$ cat src/rtl/arcade_input_pkg.sv
// Shared constants for the arcade input front end: PS/2 scan codes,
// joystick bit positions and the coin/start sequencer states.
package arcade_input_pkg;

    localparam int PAD_W      = 7;
    localparam int JOY_R      = 0;
    localparam int JOY_L      = 1;
    localparam int JOY_D      = 2;
    localparam int JOY_U      = 3;
    localparam int JOY_FIRE   = 4;
    localparam int JOY_START1 = 5;
    localparam int JOY_START2 = 6;

    localparam logic [7:0] PS2_BREAK = 8'hF0;
    localparam logic [7:0] PS2_EXT   = 8'hE0;

    // Direction keys match on the low byte only, so arrows and keypad both work.
    localparam logic [7:0] PS2_UP    = 8'h75;
    localparam logic [7:0] PS2_DOWN  = 8'h72;
    localparam logic [7:0] PS2_LEFT  = 8'h6B;
    localparam logic [7:0] PS2_RIGHT = 8'h74;

    localparam logic [8:0] PS2_FIRE_A = 9'h029;
    localparam logic [8:0] PS2_FIRE_B = 9'h014;
    localparam logic [8:0] PS2_START1 = 9'h005;
    localparam logic [8:0] PS2_START2 = 9'h006;

    typedef enum logic [2:0] {
        SEQ_IDLE,
        SEQ_COIN,
        SEQ_GAP,
        SEQ_START,
        SEQ_HOLD
    } seq_state_t;

    // One-hot key latch selection, laid out like a joystick word.
    function automatic logic [PAD_W-1:0] ps2_key_mask(input logic [8:0] code);
        logic [PAD_W-1:0] mask;
        mask = '0;
        if (code[7:0] == PS2_UP)    mask[JOY_U] = 1'b1;
        if (code[7:0] == PS2_DOWN)  mask[JOY_D] = 1'b1;
        if (code[7:0] == PS2_LEFT)  mask[JOY_L] = 1'b1;
        if (code[7:0] == PS2_RIGHT) mask[JOY_R] = 1'b1;
        if (code == PS2_FIRE_A || code == PS2_FIRE_B) mask[JOY_FIRE] = 1'b1;
        if (code == PS2_START1) mask[JOY_START1] = 1'b1;
        if (code == PS2_START2) mask[JOY_START2] = 1'b1;
        return mask;
    endfunction

endpackage

$ cat src/rtl/arcade_input_ctrl_seq.sv
// Auto-coin sequencer: a start press becomes coin pulse, gap, then start pulse,
// with the start held for as long as the player keeps the button down.
module coin_start_seq
    import arcade_input_pkg::*;
#(
    parameter int COIN_LEN  = 100000,
    parameter int GAP_LEN   = 100000,
    parameter int START_LEN = 100000,
    parameter int CNT_W     = 20
) (
    input  logic clk,
    input  logic reset_n,
    input  logic ce,
    input  logic st1,
    input  logic st2,
    output logic coin,
    output logic start1,
    output logic start2,
    output logic busy
);

    // A zero length behaves as a single tick.
    localparam logic [CNT_W-1:0] COIN_LOAD  = CNT_W'((COIN_LEN  == 0) ? 0 : COIN_LEN  - 1);
    localparam logic [CNT_W-1:0] GAP_LOAD   = CNT_W'((GAP_LEN   == 0) ? 0 : GAP_LEN   - 1);
    localparam logic [CNT_W-1:0] START_LOAD = CNT_W'((START_LEN == 0) ? 0 : START_LEN - 1);

    seq_state_t       state_reg;
    logic [CNT_W-1:0] cnt_reg;
    logic             sel_reg;
    logic [1:0]       st_prev_reg;
    logic             coin_reg;
    logic [1:0]       start_reg;
    logic             busy_reg;

    logic [1:0] st;
    logic [1:0] rise;
    logic       cnt_zero;

    assign st       = {st2, st1};
    assign rise     = st & ~st_prev_reg;
    assign cnt_zero = (cnt_reg == '0);

    always_ff @(posedge clk) begin
        if (!reset_n) begin
            state_reg   <= SEQ_IDLE;
            cnt_reg     <= '0;
            sel_reg     <= 1'b0;
            st_prev_reg <= 2'b00;
            coin_reg    <= 1'b0;
            start_reg   <= 2'b00;
            busy_reg    <= 1'b0;
        end else begin
            st_prev_reg <= st;
            case (state_reg)
                SEQ_IDLE: begin
                    if (|rise) begin
                        // start1 wins a same-cycle tie.
                        sel_reg   <= ~rise[0];
                        cnt_reg   <= COIN_LOAD;
                        state_reg <= SEQ_COIN;
                        coin_reg  <= 1'b1;
                        busy_reg  <= 1'b1;
                    end
                end
                SEQ_COIN: begin
                    if (ce) begin
                        if (cnt_zero) begin
                            cnt_reg   <= GAP_LOAD;
                            state_reg <= SEQ_GAP;
                            coin_reg  <= 1'b0;
                        end else begin
                            cnt_reg <= cnt_reg - CNT_W'(1);
                        end
                    end
                end
                SEQ_GAP: begin
                    if (ce) begin
                        if (cnt_zero) begin
                            cnt_reg   <= START_LOAD;
                            state_reg <= SEQ_START;
                            start_reg <= sel_reg ? 2'b10 : 2'b01;
                        end else begin
                            cnt_reg <= cnt_reg - CNT_W'(1);
                        end
                    end
                end
                SEQ_START: begin
                    if (ce) begin
                        if (cnt_zero) begin
                            state_reg <= SEQ_HOLD;
                        end else begin
                            cnt_reg <= cnt_reg - CNT_W'(1);
                        end
                    end
                end
                SEQ_HOLD: begin
                    if (st == 2'b00) begin
                        state_reg <= SEQ_IDLE;
                        start_reg <= 2'b00;
                        busy_reg  <= 1'b0;
                    end else begin
                        start_reg <= sel_reg ? {st[1], 1'b0} : {1'b0, st[0]};
                    end
                end
                default: begin
                    state_reg <= SEQ_IDLE;
                    coin_reg  <= 1'b0;
                    start_reg <= 2'b00;
                    busy_reg  <= 1'b0;
                end
            endcase
        end
    end

    assign coin   = coin_reg;
    assign start1 = start_reg[0];
    assign start2 = start_reg[1];
    assign busy   = busy_reg;

endmodule

$ cat src/rtl/arcade_input_ctrl.sv
// Arcade input front end: PS/2 key decode merged with two joysticks, orientation
// remap, and the auto-coin sequencer, producing the core's active-low button vector.
module arcade_input_ctrl
    import arcade_input_pkg::*;
#(
    parameter int COIN_LEN  = 100000,
    parameter int GAP_LEN   = 100000,
    parameter int START_LEN = 100000,
    parameter int CNT_W     = 20
) (
    input  logic        clk_sys,
    input  logic        reset_n,
    input  logic        ce,
    input  logic [64:0] ps2_key,
    input  logic [15:0] joy0,
    input  logic [15:0] joy1,
    input  logic        rotate,
    output logic [7:0]  button_out,
    output logic        seq_busy
);

    logic             old_tog_reg;
    logic [PAD_W-1:0] key_reg;
    logic [PAD_W-1:0] key_next;
    logic [4:0]       pad_reg;
    logic [4:0]       pad_next;

    logic             ps2_event;
    logic             pressed;
    logic             extended;
    logic [8:0]       code;
    logic [PAD_W-1:0] key_mask;
    logic [PAD_W-1:0] src;
    logic             coin;
    logic             start1;
    logic             start2;
    logic             unused_joy_bits;

    always_comb begin
        ps2_event = (ps2_key[64] != old_tog_reg);
        pressed   = (ps2_key[15:8] != PS2_BREAK);
        extended  = pressed ? (ps2_key[15:8] == PS2_EXT) : (ps2_key[23:16] == PS2_EXT);
        // Words with anything above the prefix bytes are not plain key events.
        code      = (ps2_key[63:24] != '0) ? 9'd0 : {extended, ps2_key[7:0]};
        key_mask  = ps2_key_mask(code);
        key_next  = key_reg;
        if (ps2_event) begin
            key_next = pressed ? (key_reg | key_mask) : (key_reg & ~key_mask);
        end
    end

    assign src = key_reg | joy0[PAD_W-1:0] | joy1[PAD_W-1:0];
    assign unused_joy_bits = ^{joy0[15:PAD_W], joy1[15:PAD_W]};

    // pad layout: [0]up [1]down [2]left [3]right [4]fire
    always_comb begin
        pad_next[0] = rotate ? src[JOY_L] : src[JOY_U];
        pad_next[1] = rotate ? src[JOY_R] : src[JOY_D];
        pad_next[2] = rotate ? src[JOY_D] : src[JOY_L];
        pad_next[3] = rotate ? src[JOY_U] : src[JOY_R];
        pad_next[4] = src[JOY_FIRE];
    end

    always_ff @(posedge clk_sys) begin
        old_tog_reg <= ps2_key[64];
        if (!reset_n) begin
            key_reg <= '0;
            pad_reg <= '0;
        end else begin
            key_reg <= key_next;
            pad_reg <= pad_next;
        end
    end

    coin_start_seq #(
        .COIN_LEN  (COIN_LEN),
        .GAP_LEN   (GAP_LEN),
        .START_LEN (START_LEN),
        .CNT_W     (CNT_W)
    ) u_seq (
        .clk     (clk_sys),
        .reset_n (reset_n),
        .ce      (ce),
        .st1     (src[JOY_START1]),
        .st2     (src[JOY_START2]),
        .coin    (coin),
        .start1  (start1),
        .start2  (start2),
        .busy    (seq_busy)
    );

    // Every bit comes straight from a register: pad_reg here, coin/start in the sequencer.
    assign button_out = ~{start2, pad_reg[4], coin, start1, pad_reg[3:0]};

endmodule

$ cat config.mk
export PLATFORM = sky130hd
export DESIGN_NAME = arcade_input_ctrl
export DESIGN_NICKNAME = d
export VERILOG_FILES = /design/src/rtl/arcade_input_pkg.sv /design/src/rtl/arcade_input_ctrl_seq.sv /design/src/rtl/arcade_input_ctrl.sv
export SDC_FILE = /design/constraint.sdc
export NUM_CORES = 1
export LEC_CHECK = 0
export BUFFER_PORTS_ARGS = -buffer_cell sky130_fd_sc_hd__buf_2
export CORE_MARGIN = 2
export CORE_UTILIZATION = 30
export CTS_CLUSTER_DIAMETER = 30
export DETAILED_ROUTE_END_ITERATION = 12
export HOLD_SLACK_MARGIN = 0.08
export PLACE_DENSITY = 0.6
export SETUP_SLACK_MARGIN = 0.02
export SLEW_MARGIN = 25
export SYNTH_ARGS = -nofsm -noshare
export SYNTH_HDL_FRONTEND = slang
export SYNTH_HIERARCHICAL = 1
export SYNTH_SLANG_ARGS = --single-unit
$ cat constraint.sdc
create_clock -name clk_sys -period 2.38 [get_ports clk_sys]
set_input_delay 0.476 -clock clk_sys [delete_from_list [all_inputs] [get_ports clk_sys]]
set_output_delay 0.476 -clock clk_sys [all_outputs]
set_load 0.02 [all_outputs]
==> flow_summary.json <==
{
  "status": "finished clean",
  "dpl.hpwl_mm": 5.868,
  "reg2reg_depth": 8,
  "port-buffer-count": 91,
  "die-height_um": 94.09,
  "area_delta_synth_final_pct": 40.49,
  "tightest_slew_ns": 0.5513,
  "yosys_register_bits": 43,
  "drv_slew": 0,
  "grt_pass1_wl_mm": 12.48,
  "ys_async_sr_fraction_pct": 0,
  "antenna_found_initial": 0,
  "fin_skew_ns": 0.01096,
  "synth_edf_count": 0,
  "mappedNetlistArea_um2": 2435,
  "cp_data_arrival_time_ns": 2.56,
  "rows": 32,
  "hp-start": "ps2_key[64]",
  "dr.pass1.iters": 4,
  "ys.flop_type": "dfxtp_1",
  "cts.sinks": 43,
  "clk_latency_ns": 0.30,
  "grt_util_all_layers_pct": 17.80,
  "yosysMostFrequentCell": "dfxtp_1",
  "p_sw_share_pct": 37.12,
  "path_max_fanout": 10,
  "rsz0062_at_grt": "yes",
  "maxSlewHeadroom_pct": 63.11,
  "gr-total-overflow": 0,
  "p_seq_share_pct": 31.2,
  "tritoncts": "done",
  "ys_seq_area_share_pct": 35.35,
  "comb_power_share_pct": 46.4,
  "p_int_uw": 1921,
  "fp.dieW_um": 94.09,
  "viasPerCell": 5.335,
  "synth_cell_types": 57,
  "cts_buffer_depth": 2,
  "diodes": 0,
  "drive_gt1_share_pct": 38.55,
  "ant_nets": 0,
  "layout_min_cycle_time_ns": 2.377,
  "wl_per_cell_um": 14.41,
  "grt_pass1_vias": 2644,
  "cts-root-buf": "clkbuf_8",
  "hold_depth": 1,
  "finalSetupViolations": 0,
  "core_um2": 7807,
  "total_power_uw": 3055,
  "wirelength_mm": 7.452,
  "cts_max_level": 2,
  "p_clk_share_pct": 22.4,
  "final_nets": 516,
  "hold_viol": 0,
  "p_sw_uw": 1134,
  "r2r-end": "u_seq/cnt_reg[8]",
  "dieArea_um2": 8853,
  "drcViolationCount": 0,
  "synth_common_cells": "43 x dfxtp_1, 23 x nor2_1, 21 x nor3_1",
  "max_cap_viol_count": 0,
  "critPathLaunchType": "flip-flop",
  "syn-num-nets": 398,
  "timing.final.crit_share_pct": 99.85,
  "min_path_type": "in -> reg",
  "cts_buffers": 5,
  "num_vias": 2758,
  "ys_warn_count": 6,
  "clk_pin_slew_worst_paths_ns": 0.09,
  "yosys-top-cells-area": "dfxtp_1 35%, nor4_1 5.1%, nor3_1 4.3%",
  "fmax_ghz": 0.4208,
  "regToRegSetupSlack_ns": 0.003,
  "io_pins": 110,
  "reg2reg_from": "u_seq/cnt_reg[1]",
  "whs_ns": 0.3101,
  "drtIter0Drc": 190,
  "ir_worst_vdd_mv": 0.3147,
  "initial_core_util_pct": 31.19,
  "required_ns": 2.56,
  "critPathLaunch": "u_seq/cnt_reg[1]",
  "postSynthCellCount": 296,
  "power.density_nw_per_um2": 892.9,
  "worstSetupEndpointType": "flip-flop",
  "gp_congestion": 0.8803,
  "grt_max_degree": 26,
  "yosysTopAreaCell": "dfxtp_1",
  "synthDominantCellAreaShare_pct": 35.35,
  "hold_end": "old_tog_reg",
  "p_leak_uw": 0.001439,
  "cts_hold_buffers": 0,
  "syn-mean-instance-area_um2": 8.226,
  "worstSetupPathType": "reg -> reg"
}
-- layout make-up --
type / instances / area [um2]
multi-input combinational: 224 / 1505
sequential: 43 / 863.3
timing repair buffer: 123 / 724.4
clock buffer: 5 / 68.82
fill: 796 / 4387
clock inverter: 3 / 67.56
inverter: 17 / 63.81
tap: 102 / 127.6
-- worst max-delay path by stage --
stage / to / cells after the start / slack (ns)
2_1_floorplan: u_seq/cnt_reg[18] / 7 / 0.04
3_3_place_gp: u_seq/cnt_reg[18] / 7 / -0.04
3_5_place_dp: u_seq/cnt_reg[8] / 8 / -0.06
4_1_cts: u_seq/cnt_reg[19] / 8 / 0.001
5_1_grt: u_seq/cnt_reg[14] / 8 / -0.06
6_report: u_seq/cnt_reg[8] / 8 / 0.003
-- per-stage QoR --
stage	std cells	setup slack (ns)	area [um2]	TNS [ns]	utilization (%)
6_report	517	0.003477	3421	0	43.81
5_1_grt	517	-0.05733	3421	-0.5044	43.81
4_1_cts	516	0.001478	3368	0	43.14
3_5_place_dp	508	-0.06178	3224	-0.5196	41.30
3_3_place_gp	508	-0.03692	3224	-0.2419	41.30
2_1_floorplan	296	0.04271	2445	0	-
-- cell usage in the layout (no fill, tap or decap), types with 6 or more instances in the layout --
cell type  synthesis  final
buf_2              1     91
mux2i_1            8      8
nand2_1           20     20
nor4_1            20     19
dfxtp_1           43     41
nor2_1            23     23
o21ai_0            9      9
nor3_1            21     20
buf_4              0     29
o31ai_1            6      6
a211oi_1           9      9
a21oi_1           16     15
or3_1              8      7
inv_1             16     14
or4_1             11      9
-- cells by family (layout without fill, tap and decap cells) --
family	after synthesis	count (layout)	synth area share, %
xor+xnor	1	1	0.3598
flops	43	43	35.35
simple gates	145	145	34.89
buf+inv	29	148	5.138
compound gates	69	69	20.45
mux	8	8	3.289
fa+ha+maj	1	1	0.5138
-- worst max-delay path: stages (launching register included) --
cell and delay [ns]:
dfxtp_2 0.33, inv_2 0.06, ha_4 0.12, or3b_4 0.39
or4_4 0.59, or4_4 0.45, o311ai_4 0.11, buf_12 0.17
a21oi_1 0.04
-- power by group through the flow --
stage                     Sequential [uW]  Clock (uW)  Combinational, uW
after global routing                  976         729               1570
after CTS                             946         708               1340
after floorplan                       951           0                781
final                                 952         684               1420
after detailed placement              962           0               1320
after global placement                957           0               1300
-- metal layers --
| layer | up-vias | GRT usage [%] | wire length, um |
|---|---|---|---|
| li1 | 1374 | - | - |
| met1 | 1269 | 21.77 | 3127 |
| met2 | 105 | 31.85 | 3788 |
| met3 | 10 | 3.210 | 418 |
| met4 | 0 | 4.831 | 118 |
| met5 | - | 0 | 0 |
-- repair_timing --
action	4_1_cts	5_1_grt
endpoints found under the hold margin	0	0
pin swaps	0	3
gates resized for setup	2	12
setup buffers	0	1
setup endpoints to repair	13	23
Note: power is estimated with default switching activity, not from simulation.
